### config.mk
export PLATFORM = sky130hd
export DESIGN_NAME = mc_main_fsm
export DESIGN_NICKNAME = d
export VERILOG_FILES = /design/src/rtl/mc_main_fsm.sv
export SDC_FILE = /design/constraint.sdc
export NUM_CORES = 1
export LEC_CHECK = 0
export ABC_AREA = 0
export CAP_MARGIN = 20
export CORE_UTILIZATION = 38
export DETAILED_ROUTE_END_ITERATION = 10
export MAX_ROUTING_LAYER = met4
export PLACE_DENSITY = 0.79
export SYNTH_ARGS = -nofsm -noshare
export SYNTH_HDL_FRONTEND = slang
export SYNTH_SLANG_ARGS = --single-unit
### constraint.sdc
create_clock -name clk -period 2.5 [get_ports clk]
set_clock_uncertainty 0.1 [all_clocks]
set_input_delay 0.75 -clock clk [delete_from_list [all_inputs] [get_ports clk]]
set_output_delay 0.75 -clock clk [all_outputs]
set_load 0.02 [all_outputs]
### src/rtl/mc_main_fsm.sv
// mc_main_fsm: multicycle main control FSM for the MIPS-subset core.
// Steps the shared-memory datapath through fetch/decode/execute/memory/
// writeback, one step per cycle, stretching memory steps on mem_ready.
// Optional feature macro: MC_FSM_ADDI_EN (enables ADDIEXEC/ADDIWB for addi).
module mc_main_fsm (
  input  logic       clk,
  input  logic       rst_n,
  input  logic [5:0] op,
  input  logic [5:0] funct,
  input  logic       zero,
  input  logic       mem_ready,
  output logic       i_or_d,
  output logic       ireg_enab,
  output logic [1:0] pc_src,
  output logic       pc_enab,
  output logic       mem_to_reg,
  output logic       reg_dst,
  output logic       reg_write,
  output logic       alu_srcA,
  output logic [1:0] alu_srcB,
  output logic [2:0] alu_ctrl_sig,
  output logic       mem_enab,
  output logic       retire,
  output logic       illegal,
  output logic [3:0] state
);

  localparam logic [3:0] S_FETCH    = 4'd0;
  localparam logic [3:0] S_DECODE   = 4'd1;
  localparam logic [3:0] S_MEMADR   = 4'd2;
  localparam logic [3:0] S_MEMRD    = 4'd3;
  localparam logic [3:0] S_MEMWB    = 4'd4;
  localparam logic [3:0] S_MEMWR    = 4'd5;
  localparam logic [3:0] S_EXECUTE  = 4'd6;
  localparam logic [3:0] S_ALUWB    = 4'd7;
  localparam logic [3:0] S_BRANCH   = 4'd8;
`ifdef MC_FSM_ADDI_EN
  localparam logic [3:0] S_ADDIEXEC = 4'd9;
  localparam logic [3:0] S_ADDIWB   = 4'd10;
`endif
  localparam logic [3:0] S_JUMP     = 4'd11;

  localparam logic [5:0] OP_RTYPE = 6'b000000;
  localparam logic [5:0] OP_LW    = 6'b100011;
  localparam logic [5:0] OP_SW    = 6'b101011;
  localparam logic [5:0] OP_BEQ   = 6'b000100;
`ifdef MC_FSM_ADDI_EN
  localparam logic [5:0] OP_ADDI  = 6'b001000;
`endif
  localparam logic [5:0] OP_J     = 6'b000010;

  localparam logic [2:0] ALU_ADD = 3'b010;
  localparam logic [2:0] ALU_SUB = 3'b110;
  localparam logic [2:0] ALU_AND = 3'b000;
  localparam logic [2:0] ALU_OR  = 3'b001;
  localparam logic [2:0] ALU_SLT = 3'b111;

  logic [3:0] state_q;
  logic [3:0] state_d;

  // State register; reset returns to FETCH asynchronously.
  always_ff @(posedge clk or negedge rst_n) begin
    if (!rst_n) state_q <= S_FETCH;
    else        state_q <= state_d;
  end

  // Next-state and output decode. Outputs are gated by rst_n so that a
  // mid-instruction reset drops strobes in the same cycle and FETCH's
  // mem_ready-dependent enables stay low while reset is held.
  always_comb begin
    state_d      = S_FETCH;
    i_or_d       = 1'b0;
    ireg_enab    = 1'b0;
    pc_src       = 2'b00;
    pc_enab      = 1'b0;
    mem_to_reg   = 1'b0;
    reg_dst      = 1'b0;
    reg_write    = 1'b0;
    alu_srcA     = 1'b0;
    alu_srcB     = 2'b00;
    alu_ctrl_sig = ALU_ADD;
    mem_enab     = 1'b0;
    retire       = 1'b0;
    illegal      = 1'b0;
    if (rst_n) begin
      case (state_q)
        S_FETCH: begin
          alu_srcB = 2'b01;
          if (mem_ready) begin
            ireg_enab = 1'b1;
            pc_enab   = 1'b1;
            state_d   = S_DECODE;
          end
        end
        S_DECODE: begin
          alu_srcB = 2'b11;
          case (op)
            OP_LW, OP_SW: state_d = S_MEMADR;
            OP_RTYPE:     state_d = S_EXECUTE;
            OP_BEQ:       state_d = S_BRANCH;
`ifdef MC_FSM_ADDI_EN
            OP_ADDI:      state_d = S_ADDIEXEC;
`endif
            OP_J:         state_d = S_JUMP;
            default: begin
              illegal = 1'b1;
              retire  = 1'b1;
            end
          endcase
        end
        S_MEMADR: begin
          alu_srcA = 1'b1;
          alu_srcB = 2'b10;
          state_d  = (op == OP_LW) ? S_MEMRD : S_MEMWR;
        end
        S_MEMRD: begin
          i_or_d  = 1'b1;
          state_d = mem_ready ? S_MEMWB : S_MEMRD;
        end
        S_MEMWB: begin
          mem_to_reg = 1'b1;
          reg_write  = 1'b1;
          retire     = 1'b1;
        end
        S_MEMWR: begin
          i_or_d   = 1'b1;
          mem_enab = 1'b1;
          if (mem_ready) retire  = 1'b1;
          else           state_d = S_MEMWR;
        end
        S_EXECUTE: begin
          alu_srcA = 1'b1;
          state_d  = S_ALUWB;
          case (funct)
            6'b100000: alu_ctrl_sig = ALU_ADD;
            6'b100010: alu_ctrl_sig = ALU_SUB;
            6'b100100: alu_ctrl_sig = ALU_AND;
            6'b100101: alu_ctrl_sig = ALU_OR;
            6'b101010: alu_ctrl_sig = ALU_SLT;
            default: begin
              illegal = 1'b1;
              retire  = 1'b1;
              state_d = S_FETCH;
            end
          endcase
        end
        S_ALUWB: begin
          reg_dst   = 1'b1;
          reg_write = 1'b1;
          retire    = 1'b1;
        end
        S_BRANCH: begin
          alu_srcA     = 1'b1;
          alu_ctrl_sig = ALU_SUB;
          pc_src       = 2'b01;
          pc_enab      = zero;
          retire       = 1'b1;
        end
`ifdef MC_FSM_ADDI_EN
        S_ADDIEXEC: begin
          alu_srcA = 1'b1;
          alu_srcB = 2'b10;
          state_d  = S_ADDIWB;
        end
        S_ADDIWB: begin
          reg_write = 1'b1;
          retire    = 1'b1;
        end
`endif
        S_JUMP: begin
          pc_src  = 2'b10;
          pc_enab = 1'b1;
          retire  = 1'b1;
        end
        default: state_d = S_FETCH;
      endcase
    end
  end

  assign state = state_q;

endmodule

# After elaboration in Yosys (flattened, before gate mapping)
# Cells that the tools add are included.
# W data, S select, Z words.
# totals
in_bits	16
latch_bits	0
ramBits	0
output_inout_bits	21
rom_bits	0
register_bits	4
elab_cells	66
n_memories	0
# op_classes
shifts	0
n_eq_ne	18
multipliers	0
div_mod_pow	0
reduce_logical	9
n_bitwise	0
n_lt_le_gt_ge	0
mux	38
n_addsub	0
# ops
cell	n
$eq A6 B6 Y1 const B	7
$pmux W4 S6	1
$mux W1	21
$eq A4 B3 Y1 const B	4
$pmux W4 S4	1
$mux W3	5
$pmux W3 S4	1
$reduce_or A5 Y1	2
$eq A4 B2 Y1 const B	2
$eq A4 B4 Y1 const B	2
$eq A6 B2 Y1 const B	1
$eq A6 B3 Y1 const B	1
$logic_not A6 Y1	1
$pmux W2 S3	1
$pmux W3 S2	1
$reduce_or A2 Y1	3
$eq A4 B1 Y1 const B	1
$logic_not A4 Y1	1
$mux W2	2
$mux W4	1
$pmux W1 S4	1
$pmux W2 S2	1
$reduce_or A4 Y1	1
$pmux W1 S3	1
other kinds (2)	2

# Depth between registers and ports, before layout
# depth
word_depth	5
ltp_mapped	6
depth_no_buf	4

# Least setup slack after synthesis
# No wires, ideal clock.
# synth_path
path_type	in2out
startpoint	input funct[0]
endpoint	output alu_ctrl_sig[0]
path_slack_ps	-135
stages	3
n_path_buf	0
t_arrival_ps	1785
t_required_ps	1650
cell_sequence	or3b_2 > o2bb2a_1 > nor2_1
# synth_between
elab_chain_len	4
word_cells_on_any_way	7
classes_between	eq/ne: 4; mux: 3
# synth_lines
element	line	text
start: declaration	9	input logic [5:0] funct,
$eq A6 B6 Y1	134	case (funct)
$pmux W3 S4 *	134	
$pmux W3 S2 *	86	case (state_q)
$mux W3 *	85	if (rst_n) begin
end: declaration	21	output logic [2:0] alu_ctrl_sig,
# Every way passes the cells marked *; elsewhere a longest branch is shown, timed or not.

# Worst setup path in the final report
# layout_path
startpoint	input funct[3]
endpoint	output illegal
# layout_between
elab_chain_len	5
word_cells_on_any_way	9
classes_between	eq/ne: 5; mux: 3; reduce/logical: 1
# layout_lines
element	line	text
$eq A6 B6 Y1	134	
$reduce_or A5 Y1 (no line) *	--	
$mux W1 *	134	
$pmux W1 S2 *	86	
$mux W1 *	85	
end: declaration	24	output logic illegal,
# Marked as above.

==> results <==
## area by class of cell
class / count / share of cell area [%]
tap: 16 / 1.32
sequential: 4 / 6.60
timing repair buffer: 82 / 44.9
clock buffer: 3 / 1.48
multi-input combinational: 80 / 44.9
inverter: 3 / 0.742
## final timing paths
path / from / endpoint / depth (start not counted)
worst max register to register: state[3]$_DFF_PN0_ / state[0]$_DFF_PN0_ / 5
min in group clk: state[0]$_DFF_PN0_ / state[3]$_DFF_PN0_ / 2
worst min-delay path: rst_n / state[2]$_DFF_PN0_ / 2
worst max-delay path: funct[3] / illegal / 6
worst min register to register: state[0]$_DFF_PN0_ / state[3]$_DFF_PN0_ / 2
max in group asynchronous: rst_n / state[1]$_DFF_PN0_ / 2
## through the flow
stage	utilization [%]	hold slack (ns)
6_report	96.3	0.363
5_1_grt	96.3	0.348
4_1_cts	91.0	0.363
3_5_place_dp	80.7	0.582
3_3_place_gp	80.7	0.562
2_1_floorplan	-	0.354
## where the power goes
| part | switching [W] | total, W | internal [W] |
|---|---|---|---|
| Combinational | 0.0000953 | 0.000190 | 0.0000951 |
| Clock | 0.0000313 | 0.0000853 | 0.0000541 |
| Sequential | 0.00000141 | 0.0000676 | 0.0000662 |
## Yosys cell counts, types with 3 or more instances
cell      number
nand2_1        7
nor2_1        14
mux2i_1        3
nand3b_1       3
nor3_1         4
a21oi_1        7
dfrtp_1        4
nand2b_1       6
## cells by family (layout without fill, tap and decap cells)
group | after synthesis | after routing
AO/OA/AOI/OAI | 19 | 19
multiplexers | 3 | 3
AND/OR/NAND/NOR | 56 | 56
XOR/XNOR | 2 | 2
flip-flops | 4 | 4
buffers and inverters | 8 | 88
## routing by layer
layer	share of wire, %	wire length [µm]
met3	13	632
met4	12	584
met2	43	2090
met5	0	0
met1	31	1510
## repair_timing
item                       4_1_cts  5_1_grt
cloned                           0        0
setup endpoints to repair       17       13
pin swaps                       12       18
setup buffers                   14        4
resized for setup              141       32
==> metrics.yaml <==
status: "finished, violations left"
violations: "DRC, setup timing"
root_buffer: "clkbuf_4"
vias: 1339
stdcell_area_mm2: 0.00152
yosys.area_share.simple_pct: 52.1
path_class: "in2out"
rsz0062_at_grt: "true"
leakage_nw: 0.677
rows: 14
report.final.slew_viol_count: 0
postCtsHoldBufs: 0
synth_nets: 108
use_met2_pct: 80.9
pin_count: 37
grt_use_met1_pct: 45.2
max_stage_delay_ns: 0.30
via_per_inst: 7.12
grt_use_total_pct: 46.2
crit_slowest_cell: "a32oi_2"
antenna_cells: 0
num-fill-cells: 33
synth_adder_area_share_pct: 0
syn_inst: 92
endpoint_kind: "output pin"
synth_top_family_by_area: "simple AND/OR/NAND/NOR gates"
maxCapViolCount: 0
arrival_ns: 1.94
dpl.hpwl_mm: 2.11
clock_latency_ns: 0.24
synth_edf_count: 0
critPathMaxFanout: 3
synth_compound_area_share_pct: 19.5
coreArea_mm2: 0.00158
port_buffers: 36
powerDensity_mw_per_mm2: 226
gr-max-usage-layer: "met2"
overflow: 0
cts_tree: "built"
cp_cell_sequence: "clkdlybuf4s15_1 -> nand2b_1 -> nand3_2 -> a32oi_2 -> nor2_1 -> buf_4"
die_y_um: 43.9
multi_input_area_um2: 682
chipWidth_um: 43.9
cts_buffers: 3
tns_ns: -1.43
async_flop_share_pct: 100
synth.area.mux_share_pct: 4.49
regArea_um2: 100
startpoint_type: "input pin"
layout_common_cells: "buf_4 (45), buf_6 (14), nor2_1 (12)"
r2r_setup_slack_ns: 0.51
clk_path_buf_depth: 2
ys_types: 44
cts_sinks: 4
grt_pass1_wl_mm: 6.16
final_common_cell: "buf_4"
antenna_left: 0
drive_above_1_share_pct: 64.0
p_total_w: 0.000343
pre_cts_ws_ns: -1.04
cts.clk_slew.worst_paths_ns: 0.05
synth-xor-area-share_pct: 2.62
synth-seq-cells: 4
fin_crit_sh_pct: 112
layoutNonFillerInstCount: 188
seq_area_frac_synth_pct: 15.0
nNetsFinal: 190
wl_mm: 4.82
synth_area_leaders: "dfrtp_1 (15%), nor2_1 (7.9%), nand2b_1 (5.6%)"
gp_congestion: 0.850
synth_area_per_cell_um2: 7.26
tightest_slew_ns: 0.314
place_inst: 169
finalCriticalPeriod_ns: 2.79
placed_cell_area_mm2: 0.00127
relSlewSlack_pct: 78.9
setup_ws_ns: -0.288
syn_to_final_growth_pct: 127
syn_area_um2: 668
synth_top_area_share_pct: 15.0
hold_viol_final: 0
yosysWarnings: 0
grt_pass1_vias: 1264
htreeDepth: 1
grtUsageMet3_pct: 9.58
drt_pre_antenna_iters: 8
antenna_found_initial: 0
drc: 4
synth_area_leader_cell: "dfrtp_1"
hold_class: "in2async"
fmax_mhz: 359
largest_reg_flops: 4
synthFlopType: "dfrtp_1"
wl_per_cell_um: 25.6
max-vdd-ir-drop_mv: 0.235
critPathBufInv: 2
dieArea_mm2: 0.00193
initial_utilization_pct: 42.4
setup_viol: 13
drt_iter0_drc: 120
critical_path.top_delay_family: "simple AND/OR/NAND/NOR gates"
critical_path_required_ns: 1.65
grt_max_degree: 11
No activity file was read; power rests on OpenSTA's default activity.
